**src/rtl/memory_unit.sv**
```systemverilog
// memory_unit: word-addressed data memory behind the command_processor memory port.
// Each CPU request completes a fixed LATENCY after it is accepted and ends with a
// one-cycle mem_response pulse. A loader port may write the array while the unit is idle.
module memory_unit #(
  parameter int unsigned ADDR_WIDTH = 8,
  parameter int unsigned DATA_WIDTH = 16,
  parameter int unsigned LATENCY    = 2
) (
  input  logic                  clk,
  input  logic                  rst_n,
  input  logic                  mem_block,
  input  logic                  mem_mode,
  input  logic [15:0]           mem_locator,
  input  logic [DATA_WIDTH-1:0] mem_write,
  output logic [DATA_WIDTH-1:0] mem_read,
  output logic                  mem_response,
  input  logic                  load_en,
  input  logic [ADDR_WIDTH-1:0] load_addr,
  input  logic [DATA_WIDTH-1:0] load_data,
  output logic                  busy,
  output logic                  addr_fault
);

  localparam int unsigned Depth = 2 ** ADDR_WIDTH;

  typedef enum logic [1:0] {StIdle, StWait, StResp} state_e;

  state_e                state_q, state_d;
  logic [3:0]            cnt_q, cnt_d;
  logic                  block_q;
  logic                  pending_q, pending_d;
  logic [ADDR_WIDTH-1:0] addr_q;
  logic                  mode_q;
  logic                  oor_q;
  logic [DATA_WIDTH-1:0] wdata_q;
  logic                  accept;
  logic                  do_access;
  logic                  locator_oor;

  // Storage has no reset so that preloaded contents survive a CPU reset.
  logic [DATA_WIDTH-1:0] mem_q [Depth];

  // Any set bit above the array's address range makes the access out of range.
  assign locator_oor = (mem_locator >> ADDR_WIDTH) != '0;

  // A rise on mem_block is remembered until the FSM accepts it, so it is never lost.
  assign pending_d = (mem_block & ~block_q) | (pending_q & ~accept);

  // Next-state logic: accept in IDLE unless the loader owns this cycle, then count down.
  always_comb begin
    state_d   = state_q;
    cnt_d     = cnt_q;
    accept    = 1'b0;
    do_access = 1'b0;
    case (state_q)
      StIdle: begin
        if (pending_q && !load_en) begin
          accept  = 1'b1;
          cnt_d   = 4'(LATENCY - 1);
          state_d = StWait;
        end
      end
      StWait: begin
        if (cnt_q == 4'd0) begin
          do_access = 1'b1;
          state_d   = StResp;
        end else begin
          cnt_d = cnt_q - 4'd1;
        end
      end
      StResp: begin
        state_d = StIdle;
      end
      default: begin
        state_d = StIdle;
      end
    endcase
  end

  // Control state, request capture and registered outputs.
  always_ff @(posedge clk or negedge rst_n) begin
    if (!rst_n) begin
      state_q      <= StIdle;
      cnt_q        <= '0;
      block_q      <= 1'b0;
      pending_q    <= 1'b0;
      addr_q       <= '0;
      mode_q       <= 1'b0;
      oor_q        <= 1'b0;
      wdata_q      <= '0;
      mem_read     <= '0;
      mem_response <= 1'b0;
      busy         <= 1'b0;
      addr_fault   <= 1'b0;
    end else begin
      state_q   <= state_d;
      cnt_q     <= cnt_d;
      block_q   <= mem_block;
      pending_q <= pending_d;
      if (accept) begin
        addr_q  <= mem_locator[ADDR_WIDTH-1:0];
        mode_q  <= mem_mode;
        oor_q   <= locator_oor;
        wdata_q <= mem_write;
      end
      if (do_access) begin
        if (!mode_q) begin
          mem_read <= oor_q ? '0 : mem_q[addr_q];
        end
        if (oor_q) begin
          addr_fault <= 1'b1;
        end
      end
      mem_response <= do_access;
      busy         <= (state_d != StIdle);
    end
  end

  // Array writes: CPU write at the access edge, loader writes only while idle.
  always_ff @(posedge clk) begin
    if (do_access && mode_q && !oor_q) begin
      mem_q[addr_q] <= wdata_q;
    end else if ((state_q == StIdle) && load_en) begin
      mem_q[load_addr] <= load_data;
    end
  end

endmodule

```
**config.mk**
```make
export PLATFORM = sky130hd
export DESIGN_NAME = memory_unit
export DESIGN_NICKNAME = d
export VERILOG_FILES = /design/src/rtl/memory_unit.sv
export SDC_FILE = /design/constraint.sdc
export NUM_CORES = 2
export LEC_CHECK = 0
export CAP_MARGIN = 10
export CORE_UTILIZATION = 45
export CTS_BUF_LIST = sky130_fd_sc_hd__clkbuf_8
export CTS_CLUSTER_SIZE = 8
export DETAILED_ROUTE_END_ITERATION = 10
export GPL_TIMING_DRIVEN = 0
export PLACE_DENSITY_LB_ADDON = 0.2
export SLEW_MARGIN = 20
export SYNTH_ARGS = -nofsm -noshare
export SYNTH_HDL_FRONTEND = slang
export SYNTH_SLANG_ARGS = --single-unit
```
**constraint.sdc**
```tcl
create_clock -name clk -period 7.65 [get_ports clk]
set_input_delay 1.53 -clock clk [delete_from_list [all_inputs] [get_ports clk]]
set_output_delay 1.53 -clock clk [all_outputs]
set_load 0.05 [all_outputs]
```
**Word level (Yosys, flattened, before mapping)**

Memories as Yosys holds them, arrays and structs flattened.
Cells that the tools add are included.

- Bits in writable memories: 4096
- Memories: 1
- Flip-flop bits (word level): 53
- Output and inout bits: 19

Memory list:

| name | words | width | read ports | clocked after memory_dff | wr ports | line | text |
|---|---|---|---|---|---|---|---|
| mem_q | 256 | 16 | 1 | 0 | 1 | 41 | `logic [DATA_WIDTH-1:0] mem_q [Depth];` |

- Equality and inequality tests: 3
- Multiplexer cells: 19
- Bitwise logic cells: 6
- Reduce and logical (&&, ||, !) cells: 15
- $add $sub $neg: 1

Operators with widths:

| cell | count |
|---|---|
| 16-bit two-way mux | 2 |
| 16-bit nonzero test | 1 |
| 16-bit OR reduction | 1 |
| 1-bit two-way mux | 10 |
| 4-bit two-way mux | 2 |
| 8-bit two-way mux | 1 |
| 4-bit case mux with 2 select lines | 1 |
| 1-bit logical AND | 4 |
| 4-bit logical NOT | 1 |
| 2-bit two-way mux | 2 |
| 2-bit inequality test (second input constant) | 2 |
| 2-bit case mux with 2 select lines | 1 |
| 2-bit AND reduction | 2 |
| 2-bit nonzero test | 2 |
| 4-bit by 1-bit subtractor with 4-bit output (second input constant) | 1 |
| 1-bit NOT | 3 |
| 3-bit AND reduction | 1 |
| 1-bit bitwise AND | 2 |
| 2-bit by 1-bit equality test with 1-bit output (second input constant) | 1 |
| 1-bit logical NOT | 2 |
| 2-bit logical NOT | 1 |
| 1-bit OR | 1 |

**Longest topological paths before layout**

- Word-level depth: 9
- Mapped depth: 14
- Gate-level depth less buffers: 9

**Worst setup path before layout**

Ideal clock, no wire load.

- Kind: input -> register
- Start point: input load_en
- End point: memory mem_q[0][10], data pin
- Library setup time: 0.823 ns
- Data required time: 6.827 ns
- Arrival: 5.660 ns
- Slack: 1.168 ns
- Path buffers: 3
- Stages on the path: 6
- Cell sequence: and2_1 > clkbuf_1 > clkbuf_1 > clkbuf_1 > nand2_1 > nand2_1

- Longest elaborated chain between the ends: 6

Ends and longest elaborated chain:

| what | line | text |
|---|---|---|
| from (decl) | 17 | `input logic load_en,` |
| 1-bit logical AND | 123 | `end else if ((state_q == StIdle) && load_en) begin` |
| 1-bit two-way mux | 123 |  |
| 1-bit two-way mux | 121 | `if (do_access && mode_q && !oor_q) begin` |
| 1-bit two-way mux (not written as such) | 124 | `mem_q[load_addr] <= load_data;` |
| 16-bit OR reduction (no source line) | n/a |  |
| 16-bit two-way mux (no source line) | n/a |  |
| to (decl) | 41 |  |

Every way passes these cells.

**Final worst setup path**

- Start point: register addr_q[1]
- End point: memory mem_q[79][15], enable pin

- Longest elaborated chain between the ends: 1

Ends and longest elaborated chain:

| what | line | text |
|---|---|---|
| from (decl) | 32 | `logic [ADDR_WIDTH-1:0] addr_q;` |
| from (signal assigned) | 101 | `addr_q <= mem_locator[ADDR_WIDTH-1:0];` |
| 8-bit two-way mux (no source line) | n/a |  |

Every way passes these cells.

==> impl_metrics.py <==
metrics = {
    "yosys": {
        "synthCells": 7307,
        "synth.avg_cell_area_um2": 21.93,
        "yosysTopAreaCell": "edfxtp_1",
        "ys_ff_latch": 4149,
        "synth.distinct_cells": 67,
        "synth_top_area_frac": 0.7677,
        "netlist_top_cells_area": "edfxtp_1 (77%), mux4_2 (14%), mux2i_1 (1.7%)",
        "yosysMostFrequentCell": "edfxtp_1",
        "synthTopCellsByCount": "edfxtp_1 (4096), mux4_2 (974), nand2_1 (334), nor2_1 (296), mux2i_1 (277)",
        "synth_fp_nets": 7370,
        "synth_edf_count": 4096,
        "syn_area_mm2": 0.1602,
        "async_flop_share": 0.01277,
        "ys_seq_area_frac": 0.7759,
        "postSynth.topFlopCell": "edfxtp_1",
        "ys_warn_count": 0,
    },
    "drt": {
        "wl_um": 682900,
        "route.detailed.drc": 0,
        "wire_per_inst_um": 50.09,
        "vias_per_cell": 6.905,
        "antenna_left": 0,
        "dr.pass1.iters": 6,
        "drt-initial-drc-count": 18218,
        "vias": 94142,
    },
    "clocking": {
        "ctsResizeCount": 0,
        "cts_max_path_buffers": 4,
        "clock-sinks": 4149,
        "cts_hold_buf": 0,
        "cts_buffers": 666,
        "clkLatencyLatePin_ns": 1.33,
        "cts_tree": "built",
        "cts_setup_buffers": 0,
        "clk_pin_slew_ns": 0.06,
        "h-tree-depth": 6,
        "cts_root_buffer": "clkbuf_8",
    },
    "pwr": {
        "combPwrFrac": 0.405,
        "power.share.sequential": 0.372,
        "p_per_area_mw_per_mm2": 415.9,
        "switching_share": 0.4174,
        "internal_power_uw": 45510,
        "ir_drop_mv": 0.2335,
        "clockPowerShare": 0.223,
        "p_leak_uw": 0.05977,
        "switching_power_uw": 32610,
    },
    "setup_path": {
        "cp.required_ns": 8.62,
        "worstReg2RegEnd": "mem_q[79][15]$_DFFE_PP_",
        "worstSetupStartpoint": "addr_q[1]$_DFFE_PN0P_",
        "crit_path_end_kind": "register",
        "r2r_cells": 13,
        "r2r_slack_ns": 0.07,
        "worst-path-stages": 13,
        "crit_end": "mem_q[79][15]$_DFFE_PP_",
        "cpMostUsedCell": "buf_2",
        "cp_max_fo": 10,
        "arrival_ns": 8.55,
        "slowest_stage": "buf_2",
        "max_stage_delay_ns": 0.86,
        "critPathTopFamily": "buffers and inverters",
        "timing.rr.start": "addr_q[1]$_DFFE_PN0P_",
        "crit_type": "register to register",
        "crit_chain": "buf_2, buf_2, buf_4, buf_2, buf_2, buf_2, nand3_1, nand2_1, nand3_1, clkbuf_2, buf_16, nor2_2, buf_6",
        "path_buf_inv": 9,
        "critPathLaunchType": "register",
    },
    "place": {
        "place_congestion": 1.113,
        "portBuffers": 79,
        "dp_hpwl_um": 464600,
    },
    "floorplan": {
        "die_x_um": 598.7,
        "die_y_um": 598.7,
        "start_util": 0.4532,
        "ios": 80,
        "dieArea_mm2": 0.3584,
        "core_mm2": 0.3535,
        "rows": 218,
    },
    "sta": {
        "rsz0062_at_grt": "false",
        "setup_violations": 0,
        "hold_violations": 0,
        "fin_skew_ns": 0.08278,
        "fmax_mhz": 131.9,
        "tightest_slew_ns": 1.547,
        "fin_crit_ns": 7.584,
        "timing.setup.tns_ns": 0,
        "hold_ws_ns": 0.1393,
        "fin_crit_sh": 0.9914,
        "max_slew_margin": -0.04075,
        "maxSlewViolCount": 2,
    },
    "grt": {
        "overflow": 0,
        "grt_max_degree": 85,
        "grt_util_met3": 0.1711,
        "grt.total_usage": 0.3787,
        "grt_pass1_vias": 87233,
        "grt_use_met1": 0.4656,
        "antenna_found_initial": 70,
        "grt_pass1_wl_um": 865800,
        "met2_usage": 0.5220,
        "top_usage_layer": "met2",
    },
    "outcome": {
        "status": "finished with violations",
        "violations": "capacitance limit, slew limit",
    },
    "cells_and_area": {
        "layout-drive-gt1-share": 0.3106,
        "utilization": 0.5313,
        "syn_to_final_growth_pct": 17.21,
        "nNetsFinal": 8413,
    },
    "hold_path": {
        "hp-class": "input pin to async pin",
    },
    "job": {
        "drv_cap": 1,
    },
}
flip-flops by register name, indices dropped and copies added, names as in the netlist:
| name | count |
|---|---|
| block_q | 1 |
| busy | 1 |
| pending_q | 1 |
| addr_fault | 1 |
| mem_read | 16 |
| cnt_q | 4 |
| addr_q | 8 |
| oor_q | 1 |
| mode_q | 1 |
| state_q | 2 |
| mem_response | 1 |
| mem_q | 4096 |
| wdata_q | 16 |
layer usage:
metal	routed length (um)	vias to the layer above
met1	227300	49696
met5	499	-
met4	61880	38
li1	-	33111
met2	284100	9174
met3	109100	2123
metrics by stage:
| step | setup WS (ns) | cells | cell area (um^2) | total power (uW) |
|---|---|---|---|---|
| finish | 0.06580 | 13634 | 187800 | 78110 |
| global route | 0.4833 | 13573 | 187600 | 77930 |
| CTS | 0.5970 | 13567 | 187600 | 76160 |
| detailed placement | 0.6374 | 12411 | 176000 | 59280 |
| global placement | -4.248 | 12116 | 166900 | 59140 |
| floorplan | 1.168 | 7307 | 160200 | 43340 |
placed cells by master (no fill, tap or decap), types with 45 or more instances in the layout:
master	synthesis	final
a21oi_1	156	152
a22oi_1	96	96
mux2_2	45	45
buf_4	44	49
buf_2	119	131
buf_6	60	80
clkdlybuf4s50_1	0	78
clkinv_1	1	133
buf_16	0	165
clkbuf_8	0	675
edfxtp_1	4096	4096
o22ai_1	56	56
buf_12	11	104
mux2i_1	277	276
mux4_2	974	974
nand3_1	62	62
clkbuf_2	0	92
clkbuf_1	151	51
inv_1	7	280
diode_2	0	66
o221ai_1	59	59
nor2_4	0	240
nand2_1	334	316
o21ai_0	62	56
dfrtp_1	53	53
cell families (layout without fill, tap and decap cells):
| family | count (synthesis) | after routing | synth area share |
|---|---|---|---|
| simple gates | 805 | 805 | 0.02107 |
| other cells | 0 | 66 | 0 |
| compound gates | 610 | 610 | 0.02596 |
| fa+ha+maj | 2 | 2 | 0.0001562 |
| buf+inv | 431 | 1962 | 0.01741 |
| mux | 1308 | 1308 | 0.1593 |
| xor+xnor | 2 | 2 | 0.0001093 |
| flops | 4149 | 4149 | 0.7759 |
power by group through the flow:
stage | clock network [uW] | registers (uW) | logic, uW
final | 17400 | 29000 | 31700
after global routing | 18300 | 29000 | 30700
after CTS | 17300 | 29000 | 29800
after detailed placement | 0 | 29500 | 29800
after global placement | 0 | 31900 | 27200
after floorplan | 0 | 30700 | 12700
area by class of cell:
type                            instances  area (um^2)
Clock buffer                          675         9290
Timing Repair Buffer                  375         7665
Fill cell                           27259       165700
Clock inverter                        481         2278
Multi-Input combinational cell       2727        35210
Sequential cell                      4149       124300
Antenna cell                           66        165.2
Tap cell                             4730         5918
Inverter                                9        33.78
Buffer                                422         2920
worst min path at each step:
stage                     cells after the start         startpoint  slack, ns                       to
after floorplan                               1  block_q$_DFF_PN0_       0.40      pending_q$_DFF_PN0_
after global placement                        1  block_q$_DFF_PN0_       0.43      pending_q$_DFF_PN0_
after detailed placement                      1  block_q$_DFF_PN0_       0.43      pending_q$_DFF_PN0_
after CTS                                     1              rst_n        0.1  wdata_q[10]$_DFFE_PN0P_
after global routing                          1              rst_n       0.16  wdata_q[10]$_DFFE_PN0P_
final                                         1              rst_n       0.14   wdata_q[1]$_DFFE_PN0P_
Power figures use the tool's default switching activity.
